### src/rtl/io_uart_responder_pkg.sv
// Shared types and constants for the memory-mapped UART responder.
// Op codes, FSM encodings and the fixed illegal-op response word.
`timescale 1ns/1ps
package io_uart_responder_pkg;

  localparam int WORD_DEF = 32;
  localparam logic [31:0] ILLEGAL_RESP = 32'hFFFF_FFFF;

  typedef enum logic [1:0] {
    OP_TX   = 2'b00,
    OP_RX   = 2'b01,
    OP_STAT = 2'b10,
    OP_ILL  = 2'b11
  } op_e;

  typedef enum logic [1:0] {
    ST_IDLE,
    ST_TX,
    ST_RX_WAIT,
    ST_DONE
  } state_e;

  typedef enum logic [1:0] {
    RX_IDLE,
    RX_START,
    RX_DATA,
    RX_STOP
  } rx_state_e;

endpackage

### src/rtl/io_uart_responder_uart_rx_core.sv
// 8N1 UART receiver: synchronizer, bit timer, shifter, framing check.
// Emits the received byte with a one-cycle byte_valid strobe.
`timescale 1ns/1ps
module uart_rx_core
  import io_uart_responder_pkg::*;
#(
  parameter int CLK_DIV = 16
) (
  input  logic       clk,
  input  logic       rst,
  input  logic       rxd,
  output logic [7:0] rx_byte,
  output logic       byte_valid
);

  localparam int CW = $clog2(CLK_DIV);

  logic            s1;
  logic            s2;
  logic            s3;
  rx_state_e       st;
  logic [CW-1:0]   cnt;
  logic [2:0]      bit_cnt;
  logic [7:0]      shreg;

  always_ff @(posedge clk or negedge rst) begin
    if (!rst) begin
      s1         <= 1'b1;
      s2         <= 1'b1;
      s3         <= 1'b1;
      st         <= RX_IDLE;
      cnt        <= '0;
      bit_cnt    <= '0;
      shreg      <= '0;
      rx_byte    <= '0;
      byte_valid <= 1'b0;
    end else begin
      s1         <= rxd;
      s2         <= s1;
      s3         <= s2;
      byte_valid <= 1'b0;
      unique case (st)
        RX_IDLE: begin
          if (s3 && !s2) begin
            st  <= RX_START;
            cnt <= '0;
          end
        end
        // half-bit wait puts every later sample mid-bit
        RX_START: begin
          if (cnt == CW'(CLK_DIV/2 - 1)) begin
            cnt     <= '0;
            bit_cnt <= '0;
            st      <= s2 ? RX_IDLE : RX_DATA;
          end else begin
            cnt <= cnt + 1'b1;
          end
        end
        RX_DATA: begin
          if (cnt == CW'(CLK_DIV - 1)) begin
            cnt     <= '0;
            shreg   <= {s2, shreg[7:1]};
            bit_cnt <= bit_cnt + 1'b1;
            if (bit_cnt == 3'd7)
              st <= RX_STOP;
          end else begin
            cnt <= cnt + 1'b1;
          end
        end
        RX_STOP: begin
          if (cnt == CW'(CLK_DIV - 1)) begin
            cnt <= '0;
            st  <= RX_IDLE;
            if (s2) begin
              rx_byte    <= shreg;
              byte_valid <= 1'b1;
            end
          end else begin
            cnt <= cnt + 1'b1;
          end
        end
        default: st <= RX_IDLE;
      endcase
    end
  end

endmodule

### src/rtl/io_uart_responder.sv
// CPU IO responder: UART TX, RX read and status ops over start/clear.
// Build with IO_LOOPBACK_EN to feed the receiver from uart_txd.
`timescale 1ns/1ps
module io_uart_responder
  import io_uart_responder_pkg::*;
#(
  parameter int CLK_DIV = 16,
  parameter int WORD    = WORD_DEF
) (
  input  logic            clk,
  input  logic            rst,
  input  logic            start,
  input  logic            clear,
  input  logic [WORD-1:0] t_data,
  output logic [WORD-1:0] data_to_t,
  output logic            ready,
  output logic            busy,
  output logic            uart_txd,
  input  logic            uart_rxd
);

  localparam int CW = $clog2(CLK_DIV);

  state_e        state;
  op_e           op;
  logic [CW-1:0] cyc_cnt;
  logic [3:0]    bit_cnt;
  logic [8:0]    tx_shift;
  logic [7:0]    tx_byte;
  logic [7:0]    rx_buf;
  logic          rx_full;
  logic          overrun;
  logic [7:0]    rx_byte;
  logic          byte_valid;
  logic          rx_in;
  logic          consume;
  logic          stat_rd;
  logic          unused_tdata;

  assign op           = op_e'(t_data[WORD-1 -: 2]);
  assign unused_tdata = ^t_data[WORD-3:8];

`ifdef IO_LOOPBACK_EN
  logic unused_rxd;
  assign unused_rxd = uart_rxd;
  assign rx_in      = uart_txd;
`else
  assign rx_in      = uart_rxd;
`endif

  assign consume = (state == ST_RX_WAIT) && rx_full && !clear;
  assign stat_rd = (state == ST_IDLE) && start && (op == OP_STAT);

  uart_rx_core #(
    .CLK_DIV(CLK_DIV)
  ) u_rx (
    .clk       (clk),
    .rst       (rst),
    .rxd       (rx_in),
    .rx_byte   (rx_byte),
    .byte_valid(byte_valid)
  );

  // a same-cycle consume takes the old byte, so no overrun
  always_ff @(posedge clk or negedge rst) begin
    if (!rst) begin
      rx_buf  <= '0;
      rx_full <= 1'b0;
      overrun <= 1'b0;
    end else begin
      if (byte_valid) begin
        rx_buf  <= rx_byte;
        rx_full <= 1'b1;
      end else if (consume) begin
        rx_full <= 1'b0;
      end
      if (byte_valid && rx_full && !consume)
        overrun <= 1'b1;
      else if (stat_rd)
        overrun <= 1'b0;
    end
  end

  always_ff @(posedge clk or negedge rst) begin
    if (!rst) begin
      state     <= ST_IDLE;
      data_to_t <= '0;
      ready     <= 1'b0;
      busy      <= 1'b0;
      uart_txd  <= 1'b1;
      cyc_cnt   <= '0;
      bit_cnt   <= '0;
      tx_shift  <= '1;
      tx_byte   <= '0;
    end else begin
      unique case (state)
        ST_IDLE: begin
          if (start) begin
            unique case (op)
              OP_TX: begin
                tx_byte  <= t_data[7:0];
                tx_shift <= {1'b1, t_data[7:0]};
                uart_txd <= 1'b0;
                cyc_cnt  <= '0;
                bit_cnt  <= '0;
                busy     <= 1'b1;
                state    <= ST_TX;
              end
              OP_RX: begin
                busy  <= 1'b1;
                state <= ST_RX_WAIT;
              end
              OP_STAT: begin
                data_to_t <= WORD'({overrun, rx_full});
                ready     <= 1'b1;
                state     <= ST_DONE;
              end
              OP_ILL: begin
                data_to_t <= WORD'(ILLEGAL_RESP);
                ready     <= 1'b1;
                state     <= ST_DONE;
              end
              default: state <= ST_IDLE;
            endcase
          end
        end
        ST_TX: begin
          if (cyc_cnt == CW'(CLK_DIV - 1)) begin
            cyc_cnt <= '0;
            if (bit_cnt == 4'd9) begin
              data_to_t <= WORD'(tx_byte);
              ready     <= 1'b1;
              busy      <= 1'b0;
              state     <= ST_DONE;
            end else begin
              uart_txd <= tx_shift[0];
              tx_shift <= {1'b1, tx_shift[8:1]};
              bit_cnt  <= bit_cnt + 1'b1;
            end
          end else begin
            cyc_cnt <= cyc_cnt + 1'b1;
          end
        end
        ST_RX_WAIT: begin
          if (clear) begin
            busy  <= 1'b0;
            state <= ST_IDLE;
          end else if (rx_full) begin
            data_to_t <= WORD'(rx_buf);
            busy      <= 1'b0;
            ready     <= 1'b1;
            state     <= ST_DONE;
          end
        end
        ST_DONE: begin
          if (clear) begin
            ready <= 1'b0;
            state <= ST_IDLE;
          end
        end
        default: state <= ST_IDLE;
      endcase
    end
  end

endmodule
### config.mk
export PLATFORM = sky130hd
export DESIGN_NAME = io_uart_responder
export DESIGN_NICKNAME = d
export VERILOG_FILES = /design/src/rtl/io_uart_responder_pkg.sv /design/src/rtl/io_uart_responder_uart_rx_core.sv /design/src/rtl/io_uart_responder.sv
export SDC_FILE = /design/constraint.sdc
export NUM_CORES = 1
export LEC_CHECK = 0
export BUFFER_PORTS_ARGS = -buffer_cell sky130_fd_sc_hd__buf_2
export CAP_MARGIN = 20
export CORE_MARGIN = 4
export CORE_UTILIZATION = 60
export CTS_CLUSTER_SIZE = 20
export DETAILED_ROUTE_END_ITERATION = 6
export PLACE_DENSITY = 0.84
export SETUP_SLACK_MARGIN = 0.5
export SYNTH_ARGS = -nofsm -noshare
export SYNTH_HDL_FRONTEND = slang
export SYNTH_SLANG_ARGS = --single-unit
### constraint.sdc
create_clock -name clk -period 2.95 [get_ports clk]
set_input_delay 0.59 -clock clk [delete_from_list [all_inputs] [get_ports clk]]
set_output_delay 0.59 -clock clk [all_outputs]
set_load 0.005 [all_outputs]
After elaboration in Yosys (flattened, before gate mapping)
Cells that the tools add are included.
{"block": "totals", "input_bits": 37, "regBits": 101, "memories": 0, "ram_bits": 0, "output_inout_bits": 35, "word_cells": 156, "latch_bits": 0, "rom_bits": 0}
{"block": "classes", "n_mul": 0, "n_reduce_logical": 32, "order_cmp": 0, "shift": 0, "div": 0, "n_mux": 68, "eq_ne": 31, "bitwise": 0, "addsub": 4}
{"op": "2-to-1 mux 32 bit", "count": 5}
{"op": "one-hot mux 32 bit (3 select lines)", "count": 1}
{"op": "one-hot mux 32 bit (2 select lines)", "count": 1}
{"op": "2-to-1 mux 9 bit", "count": 4}
{"op": "2-to-1 mux 4 bit", "count": 8}
{"op": "2-to-1 mux 1 bit", "count": 24}
{"op": "2-to-1 mux 2 bit", "count": 12}
{"op": "inequality test 2 bit, second input constant", "count": 9}
{"op": "one-hot mux 9 bit (2 select lines)", "count": 1}
{"op": "one-hot mux 2 bit (4 select lines)", "count": 2}
{"op": "one-hot mux 4 bit (2 select lines)", "count": 2}
{"op": "AND reduction 5 bit", "count": 3}
{"op": "AND reduction 7 bit", "count": 2}
{"op": "adder 4 x 1 -> 4 bit, second input constant", "count": 3}
{"op": "equality test 2 bit, second input constant", "count": 6}
{"op": "equality test 4 bit, second input constant", "count": 3}
{"op": "inequality test 2 x 1 -> 1 bit, second input constant", "count": 6}
{"op": "one-hot mux 4 bit (3 select lines)", "count": 1}
{"op": "AND reduction 3 bit", "count": 4}
{"op": "nonzero test 2 bit", "count": 4}
{"op": "logical AND 1 bit", "count": 7}
{"op": "equality test 2 x 1 -> 1 bit, second input constant", "count": 3}
{"op": "logical NOT 2 bit", "count": 3}
{"op": "2-to-1 mux 3 bit", "count": 2}
{"op": "other kinds (15)", "count": 19}

Depth between registers and ports, before layout
Gate-level depths: netlist (run 1).
{"block": "logic_depth", "word_depth": 6, "ltp_mapped": 7, "depth_no_buf": 6}

By module
From an unflattened synthesis (run 1), not the netlist that was laid out.
{"block": "hier_totals", "cells_unflattened": 325, "area_unflattened_um2": 3942.5}
{"module": "io_uart_responder", "seq_area_each_um2": 1212.4, "area_per_inst_um2": 2638.8, "instances": 1, "cells_per_inst": 227}
{"module": "uart_rx_core", "seq_area_each_um2": 729.4, "area_per_inst_um2": 1303.8, "instances": 1, "cells_per_inst": 98}

Least setup slack after synthesis (run 1)
No wires, ideal clock.
{"block": "synth_path", "path_type": "input -> register", "start": "in t_data[31]", "end": "reg tx_shift[2]", "t_arrival_ns": 1.951, "setup_time_ns": 0.082, "required_ns": 2.868, "slack_ns": 0.917, "n_path_buf": 2, "path_stages": 6, "cell_sequence": "buf_6 or3b_1 and2_4 nor3_2 buf_4 mux2_2"}
{"block": "synth_between", "elab_chain_len": 3}
{"element": "from (decl)", "line": "io_uart_responder.sv:14", "rtl": "input logic [WORD-1:0] t_data,"}
{"element": "logical NOT 2 bit", "line": "io_uart_responder.sv:99", "rtl": "unique case (op)"}
{"element": "inequality test 2 x 1 -> 1 bit (no source line)"}
{"element": "AND reduction 5 bit (no source line)"}
{"element": "to (signal assigned)", "line": "io_uart_responder.sv:102", "rtl": "tx_shift <= {1'b1, t_data[7:0]};"}
{"element": "to (signal assigned)", "line": "io_uart_responder.sv:137", "rtl": "tx_shift <= {1'b1, tx_shift[8:1]};"}
{"element": "to (decl)", "line": "io_uart_responder.sv:28", "rtl": "logic [8:0] tx_shift;"}
No other way between the ends.
A chain may end at the register's enable or synchronous reset.

Final worst setup path (run 1)
{"block": "layout_path", "start": "reg cyc_cnt[0]", "end": "reg data_to_t[4]"}
{"block": "layout_between", "elab_chain_len": 3}
{"element": "from (decl)", "line": "io_uart_responder.sv:26", "rtl": "logic [CW-1:0] cyc_cnt;"}
{"element": "from (signal assigned)", "line": "io_uart_responder.sv:141", "rtl": "cyc_cnt <= cyc_cnt + 1'b1;"}
{"element": "equality test 4 bit", "line": "io_uart_responder.sv:128", "rtl": "if (cyc_cnt == CW'(CLK_DIV - 1)) begin"}
{"element": "inequality test 2 bit (no source line)"}
{"element": "AND reduction 7 bit (no source line)"}
{"element": "to (signal assigned)", "line": "io_uart_responder.sv:119", "rtl": "data_to_t <= WORD'(ILLEGAL_RESP);"}
{"element": "to (signal assigned)", "line": "io_uart_responder.sv:131", "rtl": "data_to_t <= WORD'(tx_byte);"}
{"element": "to (signal assigned)", "line": "io_uart_responder.sv:149", "rtl": "data_to_t <= WORD'(rx_buf);"}
{"element": "to (decl)", "line": "io_uart_responder.sv:15", "rtl": "output logic [WORD-1:0] data_to_t,"}
No other way between the ends.

==> results.txt, run 1 <==
----------------------------------------------------
[Outcome]
  Result of the run ... complete, no violations

[STA]
  Worst Tran Pin Value ... between 0.9 and 1 ns
  Hold_ws ... between 0.3 and 0.4 ns
  Worst clock skew ... 0.00702 ns
  F_max ... ~450 MHz
  Worst relative slew slack ... 37.0%
  RSZ-0062 raised after global routing ... no
  Final number of setup-violating endpoints ... 0
  Post-route setup TNS ... 0 ns
  Final critical-path required period ... between 2 and 2.5 ns
  Final Worst Setup Slack ... between 0.7 and 0.8 ns
  Final cycle utilization of the critical path ... 74.5%
  Max-slew violation count ... 0
  Hold Violations, Final ... 0

[Clocking]
  CTS Buf Count ... 9
  Number of clock sinks ... 77
  Level count of the clock H-tree ... 3
  Clock transition at the register clock pins on the worst setup and hold paths after CTS ... ~0.08 ns
  TritonCTS clock tree ... done
  Worst-skew pair later-pin latency ... roughly 0.35 ns
  Root buffer selected by CTS ... clkbuf_8
  Post-CTS Repair Setup Buffers ... 0
  CTS Buffer Depth ... 2

[Synthesis]
  Part of the Yosys area used for sequential elements ... 49.2%
  Count of flip-flops with a built-in enable after synthesis ... 0
  Warnings from Yosys ... 0
  Area of the mapped netlist ... 0.00394 mm^2
  Synthesized instance count ... between 300 and 400
  Most used DFF post-synth ... dfrtp_1
  Yosys reg bits ... between 70 and 80
  Syn Area/Cell ... 11.3 um^2
  Proportion of register bits with asynchronous set or reset after synthesis ... between 90% and 100%
  Nets in the synthesized netlist ... 401
  Synth cell types ... 51

[Setup path]
  Required arrival time at the worst endpoint ... about 3.2 ns
  Cell with the largest stage delay on the worst path ... nand4_1
  Critical path class ... reg -> reg
  Worst Path Arrival ... between 2 and 2.5 ns
  Cells along the critical path ... ha_1 > nand3_1 > o21ai_1 > nand4_1 > mux2_2
  Kind of start point of the critical path ... flop
  Peak fanout along the critical path ... 9
  Setup crit end kind ... flop
  Delay of the slowest cell on the worst path ... approximately 0.5 ns

[Final layout]
  Layout-stage area growth over the synthesis result ... 7.61%
  Fraction of layout instances using a drive strength above 1 ... between 30% and 40%
  Storage cell area ... a little under 0.002 mm^2
  Final design instance area without fill ... 0.00424 mm^2
  Antenna diodes ... 0
  Filler cell count ... 482
  Final nets ... ~430
  Footprint of the multi-input gates ... ~0.0017 mm^2

[Power and ir drop]
  Cell area power density ... about 950 mW/mm^2
  Leakage power ... 0.00213 uW
  Final total power ... between 4000 and 5000 uW
  Max IR drop VDD ... about 850 uV

[Placement]
  Weighted congestion at the end of routability-driven global placement ... 0.870
  Port Buf Inserts ... 49
  HPWL after detailed placement ... 5080 um
  Post-DP Area ... ~0.004 mm^2
  Post-place setup slack ... 0.708 ns

[Route]
  Post-DR wirelength/cell ... ~16 um
  Vias per cell ... between 5 and 6
  Number of routed nets with antenna violations ... 0
  Detailed-route via count ... between 2000 and 3000
  Iteration-0 DRC Markers ... 164
  Routed wire length ... 7090 um
  DR pass1 iterations ... 4
  Detailed-route DRC error count ... 0

[Global routing]
  Initial antenna violation count ... 1
  Maximum number of pins on one net before global-route repair ... 78
  Global-route wire length before repair ... around 12000 um
  Total global routing track utilization ... between 20 and 25%
  GRT Residual Overflow ... 0
  Vias in the first global route ... ~2700

[Die]
  Count of standard-cell rows ... 29
  Width of the chip ... 89.1 um
  Overall die height ... between 80 and 90 um
  Area inside the core boundary ... 0.00635 mm^2
  Total I/O pin count ... 72
  Die Area ... a little under 0.008 mm^2
  Initial Utilization ... between 60% and 70%

[Min path]
  Worst min path class ... in -> reg

[Run]
  Max-cap check violation count ... 0

----------------------------------------------------
-- flip-flops by register name, summed over array words and instances, names as in the netlist, 2 cells and up, named ones only --
signal,cells
u_rx.cnt,4
data_to_t,9
u_rx.rx_byte,8
cyc_cnt,4
u_rx.shreg,8
u_rx.bit_cnt,3
tx_shift,8
bit_cnt,4
tx_byte,8
rx_buf,8
state,2
-- critical path: cells and delay by family, from the launching register on --
family	cells	cell delay, ns
flops	1	0.40
fa+ha+maj	1	0.20
compound gates	1	0.41
simple gates	2	0.65
mux	1	0.43
-- per-stage QoR --
stage,util (%),cells
detailed placement,64.1,439
floorplan,-,348
CTS,66.7,455
global placement,64.1,439
global route,66.8,455
finish,66.8,455
-- layout by cell type (no fill, tap or decap), drive strengths merged, types with 4 or more instances in the layout --
cell type	netlist	layout
buf	26	52
dfrtp	65	65
nor2	4	4
o21ai	9	9
mux2	51	51
nand2b	8	8
a22oi	10	10
clkbuf	12	9
clkinv	0	4
ha	16	16
nor3	5	5
inv	16	16
a21oi	13	13
nand2	35	35
mux2i	11	11
nand3	7	7
dfstp	12	12
-- kinds of logic after synthesis --
logic type / synth area share (%)
flip-flops: 49.2
adder cells (fa/ha/maj): 5.08
buffers and inverters: 7.61
AO/OA/AOI/OAI: 9.39
multiplexers: 17.4
AND/OR/NAND/NOR: 11.3
-- synth_stat cells (2+ instances only) --
cell type | n | area (um^2)
dfrtp_1 | 65 | 1630
mux2_2 | 51 | 574
nand2_1 | 35 | 131
buf_4 | 24 | 180
ha_1 | 16 | 200
inv_1 | 16 | 60.1
a21oi_1 | 13 | 65.1
clkbuf_1 | 12 | 45.0
dfstp_2 | 12 | 315
mux2i_1 | 11 | 110
a22oi_1 | 10 | 75.1
nand2b_1 | 8 | 50.1
o21ai_0 | 8 | 40.0
nand3_1 | 7 | 35.0
nor2_1 | 4 | 15.0
nor3_1 | 4 | 20.0
a22o_1 | 3 | 26.3
nand4_1 | 3 | 18.8
nor2b_1 | 3 | 18.8
nor3b_1 | 3 | 22.5
o22ai_1 | 3 | 18.8
a21o_1 | 2 | 15.0
and2_1 | 2 | 12.5
and3_1 | 2 | 12.5
nand3b_1 | 2 | 15.0
o211ai_1 | 2 | 15.0
o21bai_1 | 2 | 15.0
or2_2 | 2 | 12.5
-- final timing paths --
path / slack, ns / end / from / depth (start not counted)
setup / recovery: 0.75 / data_to_t[4] / cyc_cnt[0] / 5
hold / removal: 0.33 / u_rx.s1 / uart_rxd / 1
setup reg to reg: 0.75 / data_to_t[4] / cyc_cnt[0] / 5
hold reg to reg: 0.36 / u_rx.s2 / u_rx.s1 / 0
max in group asynchronous: 1.95 / u_rx.cnt[2] / rst / 1
min in group asynchronous: 0.38 / cyc_cnt[0] / rst / 1
-- power breakdown --
group,total (uW),switching [uW],internal (uW)
Sequential,1600,219,1380
Clock,686,387,299
Combinational,1770,901,867
Total,4050,1510,2550
-- cell type report --
class	count	share of cell area (%)
Clock buffer	9	2.92
Timing Repair Buffer	52	6.37
Multi-Input combinational cell	217	40.3
Inverter	16	1.42
Sequential cell	77	45.8
Clock inverter	7	1.00
Tap cell	77	2.27
-- timing repair --
action | in CTS | in global routing
resized for setup | 0 | 1
hold buffers | 0 | 0
endpoints found under the hold margin | 0 | 0
setup endpoints to repair | 0 | 2
-- layer usage --
layer | wire length, um | GRT usage, %
met5 | 12 | 0
met3 | 352 | 6.27
met2 | 3740 | 34.7
met4 | 92 | 6.36
met1 | 2900 | 24.3
Note: power is estimated with default switching activity, not from simulation.
==> run 2, diff against run 1 <==
--- a/config.mk
+++ b/config.mk
@@ -5,13 +5,14 @@
 export SDC_FILE = /design/constraint.sdc
 export NUM_CORES = 1
 export LEC_CHECK = 0
+export ABC_AREA = 1
 export BUFFER_PORTS_ARGS = -buffer_cell sky130_fd_sc_hd__buf_2
 export CAP_MARGIN = 20
 export CORE_MARGIN = 4
-export CORE_UTILIZATION = 60
+export CORE_UTILIZATION = 56
 export CTS_CLUSTER_SIZE = 20
 export DETAILED_ROUTE_END_ITERATION = 6
-export PLACE_DENSITY = 0.84
+export PLACE_DENSITY = 0.79
 export SETUP_SLACK_MARGIN = 0.5
 export SYNTH_ARGS = -nofsm -noshare
 export SYNTH_HDL_FRONTEND = slang
==> constraint.sdc (replaced) <==
create_clock -name clk -period 2.1 [get_ports clk]
set_input_delay 0.42 -clock clk [delete_from_list [all_inputs] [get_ports clk]]
set_output_delay 0.42 -clock clk [all_outputs]
set_load 0.005 [all_outputs]
==> results.txt, run 2 <==
----------------------------------------------------
[Placement]
  HPWL after detailed placement ... 5320 um (was 5080 um)
  Port Buf Inserts ... 49 (unchanged)
  Weighted congestion at the end of routability-driven global placement ... 0.903 (was 0.870)
  Post-DP Area ... 0.00417 mm^2 (was 0.00407 mm^2)
  Post-place setup slack ... 0.265 ns (was 0.708 ns)
  Number of cells after detailed placement ... 594 (was 439)

[STA]
  F_max ... 652 MHz (was 455 MHz)
  Final Worst Setup Slack ... 0.566 ns (was 0.751 ns)
  RSZ-0062 raised after global routing ... yes (was no)
  Hold Violations, Final ... 0 (unchanged)
  Hold_ws ... 0.0159 ns (was 0.334 ns)
  Post-route setup TNS ... 0 ns (unchanged)
  Worst clock skew ... 0.00711 ns (was 0.00702 ns)
  Final critical-path required period ... 1.53 ns (was 2.20 ns)
  Final number of setup-violating endpoints ... 0 (unchanged)
  Max-slew violation count ... 0 (unchanged)
  Final cycle utilization of the critical path ... 73.0% (was 74.5%)
  Worst relative slew slack ... 70.0% (was 37.0%)
  Worst Tran Pin Value ... 0.450 ns (was 0.945 ns)

[Setup path]
  Critical path class ... reg -> reg (unchanged)
  Peak fanout along the critical path ... 10 (was 9)
  Required arrival time at the worst endpoint ... 2.34 ns (was 3.19 ns)
  Setup crit end kind ... flop (unchanged)
  Worst Path Arrival ... 1.77 ns (was 2.44 ns)
  Kind of start point of the critical path ... flop (unchanged)

[Final layout]
  Layout Cells excl Fill ... 617 (was 455)
  Final design instance area without fill ... 0.00452 mm^2 (was 0.00424 mm^2)
  Storage cell area ... 0.00195 mm^2 (was 0.00194 mm^2)
  Reg with most FFs ... data_to_t (unchanged)
  Filler cell count ... 581 (was 482)
  Layout-stage area growth over the synthesis result ... 12.9% (was 7.61%)
  Final nets ... 569 (was 426)
  Commonest cells after routing, fill and taps aside ... nand2_1 (156), dfrtp_1 (61), inv_1 (48), buf_2 (48), o21ai_0 (37) (was dfrtp_1 (65), mux2_2 (51), buf_2 (48), nand2_1 (35))
  Footprint of the multi-input gates ... 0.00169 mm^2 (was 0.00171 mm^2)
  Number of flip-flops in the largest register ... 9 (unchanged)
  Fraction of layout instances using a drive strength above 1 ... 25.5% (was 36.5%)
  Commonest non-fill, non-tap cell in the layout ... nand2_1 (was dfrtp_1)
  Antenna diodes ... 0 (unchanged)

[Global routing]
  Global-route wire length before repair ... 12800 um (was 12300 um)
  Vias in the first global route ... 2947 (was 2684)
  GRT Residual Overflow ... 0 (unchanged)
  Maximum number of pins on one net before global-route repair ... 45 (was 78)
  Total global routing track utilization ... 18.5% (was 20.2%)
  Initial antenna violation count ... 0 (was 1)

[Clocking]
  CTS Buffer Depth ... 2 (unchanged)
  Cts-stage hold buffer count ... 0 (unchanged)
  Number of clock sinks ... 77 (unchanged)
  TritonCTS clock tree ... done (unchanged)
  CTS Buf Count ... 9 (unchanged)
  Worst-skew pair later-pin latency ... 0.35 ns (about the same)
  Root buffer selected by CTS ... clkbuf_8 (unchanged)
  Level count of the clock H-tree ... 3 (unchanged)
  Clock transition at the register clock pins on the worst setup and hold paths after CTS ... 0.08 ns (about the same)

[Synthesis]
  Most used DFF post-synth ... dfrtp_1 (unchanged)
  XOR/XNOR Fraction of Synth Area ... 0.875% (was 0%)
  Area of the mapped netlist ... 0.00400 mm^2 (was 0.00394 mm^2)
  Dominant cell type by area after synthesis ... dfrtp_1 (unchanged)
  Simple-gate share of the synthesized area ... 22.3% (was 11.3%)
  Share of cell area taken by muxes after synthesis ... 0% (was 17.4%)
  Nets in the synthesized netlist ... 532 (was 401)
  Most frequent cell after synthesis ... nand2_1 (was dfrtp_1)
  Warnings from Yosys ... 0 (unchanged)
  Synthesized instance count ... 479 (was 348)
  Most instantiated cells after synthesis ... nand2_1 (157), dfrtp_1 (65), inv_1 (50), o21ai_0 (37), o21ai_1 (27) (was dfrtp_1 (65), mux2_2 (51), nand2_1 (35), buf_4 (24))
  Count of flip-flops with a built-in enable after synthesis ... 0 (unchanged)
  Post-synthesis compound-gate area fraction ... 11.7% (was 9.39%)
  Yosys reg bits ... 77 (unchanged)
  Dominant cells by area after synthesis ... dfrtp_1 (41%), nand2_1 (15%), dfstp_2 (7.9%) (was dfrtp_1 (41%), mux2_2 (15%), dfstp_2 (8.0%))
  Part of the Yosys area used for sequential elements ... 48.5% (was 49.2%)
  Proportion of register bits with asynchronous set or reset after synthesis ... 100% (unchanged)
  Main combinational cell family by area after synthesis ... simple AND/OR/NAND/NOR gates (was multiplexers)
  Syn Area/Cell ... 8.36 um^2 (was 11.3 um^2)
  Area share of fa/ha/maj cells after synthesis ... 5.00% (was 5.08%)
  Area share of the leading cell type in the synthesized netlist ... 40.6% (was 41.2%)
  Synth cell types ... 33 (was 51)

[Route]
  Number of routed nets with antenna violations ... 0 (unchanged)
  Post-DR wirelength/cell ... 12.5 um (was 15.6 um)
  Iteration-0 DRC Markers ... 192 (was 164)
  Detailed-route DRC error count ... 0 (unchanged)
  Routed wire length ... 7730 um (was 7090 um)
  Vias per cell ... 5.03 (was 5.77)
  Detailed-route via count ... 3102 (was 2624)
  DR pass1 iterations ... 5 (was 4)

[Die]
  Area inside the core boundary ... 0.00687 mm^2 (was 0.00635 mm^2)
  Overall die height ... 92.6 um (was 89.1 um)
  Width of the chip ... 92.6 um (was 89.1 um)
  Die Area ... 0.00857 mm^2 (was 0.00793 mm^2)
  Count of standard-cell rows ... 30 (was 29)
  Initial Utilization ... 58.3% (was 62.1%)
  Total I/O pin count ... 72 (unchanged)

[Power and ir drop]
  Share of power burned in the clock network ... 18.7% (was 16.9%)
  Max IR drop VDD ... 721 uV (was 846 uV)
  Switching share of power ... 40.4% (was 37.2%)
  Part of the total power dissipated in sequential elements ... 36.4% (was 39.5%)
  Portion of total power attributed to combinational logic ... 44.9% (was 43.6%)
  Leakage power ... 0.00230 uW (was 0.00213 uW)
  Net switching power figure ... 2440 uW (was 1510 uW)
  Cell area power density ... 1340 mW/mm^2 (was 955 mW/mm^2)
  Internal power ... 3600 uW (was 2550 uW)

[Run]
  Max-cap check violation count ... 0 (unchanged)

[Min path]
  Worst min path class ... in -> async (was in -> reg)

[Outcome]
  Result of the run ... complete, no violations (unchanged)

----------------------------------------------------
## run 2: cell families after synthesis
kind of cell | count (synthesis)
fa+ha+maj | 16
xor+xnor | 4
buf+inv | 91
compound gates | 85
flops | 77
simple gates | 206
## run 2: worst max-delay path, cell delays in order (launching register included)
cell and delay (ns):
dfrtp_2 0.45, buf_4 0.17, ha_4 0.19, inv_2 0.13, o21bai_2 0.12, buf_4 0.19, o21ai_1 0.14, nand2_1 0.06
## run 2: worst paths after layout
path,slack (ns),cells after the start,start,endpoint
max,0.57,7,state[0],bit_cnt[3]
min,0.02,1,rst,bit_cnt[0]
max reg2reg,0.57,7,state[0],bit_cnt[3]
min reg2reg,0.36,0,u_rx.s1,u_rx.s2
max in group asynchronous,1.45,2,rst,tx_shift[7]
min in group clk,0.16,1,uart_rxd,u_rx.s1
## run 2: layer usage
layer | vias to the layer above | share of wire (%) | track usage [%]
met2 | 70 | 49 | 31.1
met4 | 0 | 1.6 | 6.19
met3 | 15 | 4.5 | 4.31
met5 | - | 0 | 0
met1 | 1447 | 45 | 23.5
li1 | 1570 | - | -
## run 2: timing repair
| action | CTS | global route |
|---|---|---|
| buffers inserted | 1 | 4 |
| resized for setup | 8 | 14 |
| setup endpoints to repair | 56 | 40 |
| pin swaps | 1 | 1 |
| cloned | 0 | 2 |
## run 2: layout make-up
type                       count  area share [%]
clock inverter                 5            1.33
clock buffer                  11            3.13
multi-input combinational    313            37.3
timing repair buffer          59            7.78
inverter                      56            4.76
tap                           96            2.66
sequential                    77            43.1
## run 2: power by group through the flow
| stage | Clock [uW] | Sequential (uW) | Combinational, uW |
|---|---|---|---|
| 6_report | 1130 | 2200 | 2710 |
| 5_1_grt | 1220 | 2260 | 3040 |
| 4_1_cts | 1140 | 2190 | 2520 |
| 3_5_place_dp | 0 | 2210 | 2360 |
| 3_3_place_gp | 0 | 2180 | 2280 |
| 2_1_floorplan | 0 | 2170 | 1950 |
## run 2: per-stage QoR
step | util, % | total power, uW
finish | 65.8 | 6040
floorplan | - | 4120
global placement | 60.7 | 4460
CTS | 64.3 | 5850
global route | 65.8 | 6510
detailed placement | 60.7 | 4570
==> run 3, diff against run 2 <==
--- a/config.mk
+++ b/config.mk
@@ -9,10 +9,10 @@
 export BUFFER_PORTS_ARGS = -buffer_cell sky130_fd_sc_hd__buf_2
 export CAP_MARGIN = 20
 export CORE_MARGIN = 4
-export CORE_UTILIZATION = 56
+export CORE_UTILIZATION = 50
 export CTS_CLUSTER_SIZE = 20
 export DETAILED_ROUTE_END_ITERATION = 6
-export PLACE_DENSITY = 0.79
+export PLACE_DENSITY = 0.75
 export SETUP_SLACK_MARGIN = 0.5
 export SYNTH_ARGS = -nofsm -noshare
 export SYNTH_HDL_FRONTEND = slang
==> constraint.sdc (replaced) <==
create_clock -name clk -period 1.4 [get_ports clk]
set_input_delay 0.28 -clock clk [delete_from_list [all_inputs] [get_ports clk]]
set_output_delay 0.28 -clock clk [all_outputs]
set_load 0.005 [all_outputs]
==> results.txt, run 3 (synthesis gave the netlist of run 2 again) <==
----------------------------------------------------
[Final layout]
  Number of flip-flops in the largest register ... 9 (unchanged)
  Commonest non-fill, non-tap cell in the layout ... nand2_1 (unchanged)
  Antenna diodes ... 0 (unchanged)
  Filler cell count ... 496 (was 581)
  Fraction of layout instances using a drive strength above 1 ... 46.9% (was 25.5%)
  Layout-stage area growth over the synthesis result ... 42.9% (was 12.9%)
  Layout Cells excl Fill ... 690 (was 617)
  Footprint of the multi-input gates ... 0.00214 mm^2 (was 0.00169 mm^2)
  Final nets ... 636 (was 569)
  Reg with most FFs ... data_to_t (unchanged)
  Commonest cells after routing, fill and taps aside ... nand2_1 (125), dfrtp_1 (59), buf_4 (54), inv_1 (42), buf_6 (40) (was nand2_1 (156), dfrtp_1 (61), inv_1 (48), buf_2 (48), o21ai_0 (37))
  Storage cell area ... 0.00195 mm^2 (about the same)
  Final design instance area without fill ... 0.00572 mm^2 (was 0.00452 mm^2)

[Placement]
  HPWL after detailed placement ... 5920 um (was 5320 um)
  Number of cells after detailed placement ... 627 (was 594)
  Post-DP Area ... 0.00457 mm^2 (was 0.00417 mm^2)
  Port Buf Inserts ... 49 (unchanged)
  Weighted congestion at the end of routability-driven global placement ... 0.854 (was 0.903)

[Setup path]
  Required arrival time at the worst endpoint ... 1.71 ns (was 2.34 ns)
  Setup crit end kind ... flop (unchanged)
  Cell with the largest stage delay on the worst path ... dfrtp_2 (unchanged)
  Worst Path Arrival ... 1.85 ns (was 1.77 ns)
  Cells along the critical path ... buf_12 > ha_4 > buf_4 > buf_4 > o21ai_0 > nand2_2 > nand2_2 (was buf_4 > ha_4 > inv_2 > o21bai_2 > buf_4 > o21ai_1 > nand2_1)
  Critical path class ... reg -> reg (unchanged)
  Worst Path Buf+Inv ... 3 (unchanged)
  Kind of start point of the critical path ... flop (unchanged)
  Peak fanout along the critical path ... 15 (was 10)
  CP delay by family, top ... flip-flops (was buffers and inverters)
  Delay of the slowest cell on the worst path ... 0.47 ns (was 0.45 ns)

[Global routing]
  Maximum number of pins on one net before global-route repair ... 40 (was 45)
  Global-route wire length before repair ... 16000 um (was 12800 um)
  Initial antenna violation count ... 0 (unchanged)
  Vias in the first global route ... 3465 (was 2947)
  GRT Residual Overflow ... 0 (unchanged)
  Total global routing track utilization ... 20.8% (was 18.5%)

[Die]
  Area inside the core boundary ... 0.00777 mm^2 (was 0.00687 mm^2)
  Initial Utilization ... 51.5% (was 58.3%)
  Total I/O pin count ... 72 (unchanged)
  Die Area ... 0.00950 mm^2 (was 0.00857 mm^2)
  Count of standard-cell rows ... 32 (was 30)
  Width of the chip ... 97.5 um (was 92.6 um)
  Overall die height ... 97.5 um (was 92.6 um)

[STA]
  Hold_ws ... -0.112 ns (was 0.0159 ns)
  F_max ... 649 MHz (was 652 MHz)
  RSZ-0062 raised after global routing ... yes (unchanged)
  Worst relative slew slack ... 65.7% (was 70.0%)
  Final cycle utilization of the critical path ... 110% (was 73.0%)
  Worst clock skew ... 0.0101 ns (was 0.00711 ns)
  Worst Tran Pin Value ... 0.514 ns (was 0.450 ns)
  Final critical-path required period ... 1.54 ns (was 1.53 ns)
  Final number of setup-violating endpoints ... 38 (was 0)
  Max-slew violation count ... 0 (unchanged)
  Hold Violations, Final ... 21 (was 0)
  Final Worst Setup Slack ... -0.140 ns (was 0.566 ns)

[Power and ir drop]
  Internal power ... 7210 uW (was 3600 uW)
  Portion of total power attributed to combinational logic ... 56.7% (was 44.9%)
  Max IR drop VDD ... 1130 uV (was 721 uV)
  Leakage power ... 0.00274 uW (was 0.00230 uW)
  Part of the total power dissipated in sequential elements ... 27.7% (was 36.4%)
  Switching share of power ... 39.7% (was 40.4%)
  Final total power ... 11900 uW (was 6040 uW)
  Cell area power density ... 2090 mW/mm^2 (was 1340 mW/mm^2)
  Share of power burned in the clock network ... 15.6% (was 18.7%)
  Net switching power figure ... 4740 uW (was 2440 uW)

[Clocking]
  Clock transition at the register clock pins on the worst setup and hold paths after CTS ... 0.08 ns (about the same)
  CTS Buf Count ... 9 (unchanged)
  CTS Buffer Depth ... 2 (unchanged)
  Root buffer selected by CTS ... clkbuf_8 (unchanged)
  Level count of the clock H-tree ... 3 (unchanged)
  TritonCTS clock tree ... done (unchanged)
  Number of clock sinks ... 77 (unchanged)
  Worst-skew pair later-pin latency ... 0.36 ns (was 0.35 ns)

[Route]
  Vias per cell ... 5.04 (was 5.03)
  Number of routed nets with antenna violations ... 0 (unchanged)
  Detailed-route DRC error count ... 0 (unchanged)
  Routed wire length ... 10400 um (was 7730 um)
  DR pass1 iterations ... 4 (was 5)
  Iteration-0 DRC Markers ... 138 (was 192)
  Detailed-route via count ... 3480 (was 3102)
  Post-DR wirelength/cell ... 15.0 um (was 12.5 um)

[Outcome]
  Result of the run ... finished, violations left (was complete, no violations)
  Violations in the final reports ... negative hold slack, negative setup slack

[Run]
  Max-cap check violation count ... 0 (unchanged)

[Min path]
  Worst min path class ... in -> async (unchanged)

----------------------------------------------------
run 3: cell types whose count changed in the layout (fill, tap and decap cells not counted), sizes merged:
| cell | before | now |
|---|---|---|
| clkinvlp | 1 | 0 |
| nand2 | 163 | 164 |
| bufinv | 1 | 2 |
| clkinv | 4 | 6 |
| nand3 | 23 | 24 |
| buf | 59 | 123 |
| clkbuf | 11 | 10 |
run 3: layer usage:
metal,GRT usage [%],vias up,part of all wire (%)
li1,-,1704,-
met1,23.3,1680,40
met2,38.4,76,55
met3,3.88,20,3.5
met4,8.52,0,2.3
met5,0,-,0
run 3: area by class of cell:
class / instances / share of cell area [%]
Multi-Input combinational cell: 315 / 37.4
Clock inverter: 6 / 1.53
Clock buffer: 10 / 2.23
Tap cell: 102 / 2.23
Timing Repair inverter: 1 / 0.109
Timing Repair Buffer: 123 / 18.4
Inverter: 56 / 4.00
Sequential cell: 77 / 34.1
run 3: stage by stage:
stage	utilization, %	worst slack (ns)	setup TNS [ns]	hold slack [ns]
5_1_grt	73.6	-0.208	-5.69	-0.0886
3_5_place_dp	58.8	-0.139	-2.03	0.287
4_1_cts	69.6	-0.0787	-1.14	-0.102
2_1_floorplan	-	-0.0528	-0.425	-0.0156
6_report	73.6	-0.140	-3.38	-0.112
3_3_place_gp	58.8	-0.0905	-1.12	0.285
run 3: what timing repair did:
item / CTS / global route
endpoints found under the setup margin: 103 / 102
gates resized for setup: 99 / 45
pin swaps: 14 / 15
hold endpoints to repair: 21 / 21
setup buffers: 17 / 22
cloned: 7 / 1
run 3: power by group through the flow:
stage / Combinational (uW) / Sequential (uW) / Clock [uW]
after CTS: 5830 / 3290 / 1880
after global routing: 7360 / 3360 / 1990
after global placement: 4310 / 3320 / 0
final: 6770 / 3310 / 1860
after floorplan: 3390 / 3330 / 0
after detailed placement: 4440 / 3350 / 0
run 3: path summary, 6_finish.rpt:
path	start	endpoint	slack, ns	cells past startpoint
worst min-delay path	rst	bit_cnt[3]	-0.11	1
worst max register to register	state[0]	tx_shift[5]	-0.14	7
worst max-delay path	state[0]	tx_shift[5]	-0.14	7
worst min register to register	u_rx.s1	u_rx.s2	0.36	0
max in group asynchronous	rst	u_rx.byte_valid	0.97	2
min in group clk	uart_rxd	u_rx.s1	0.02	1
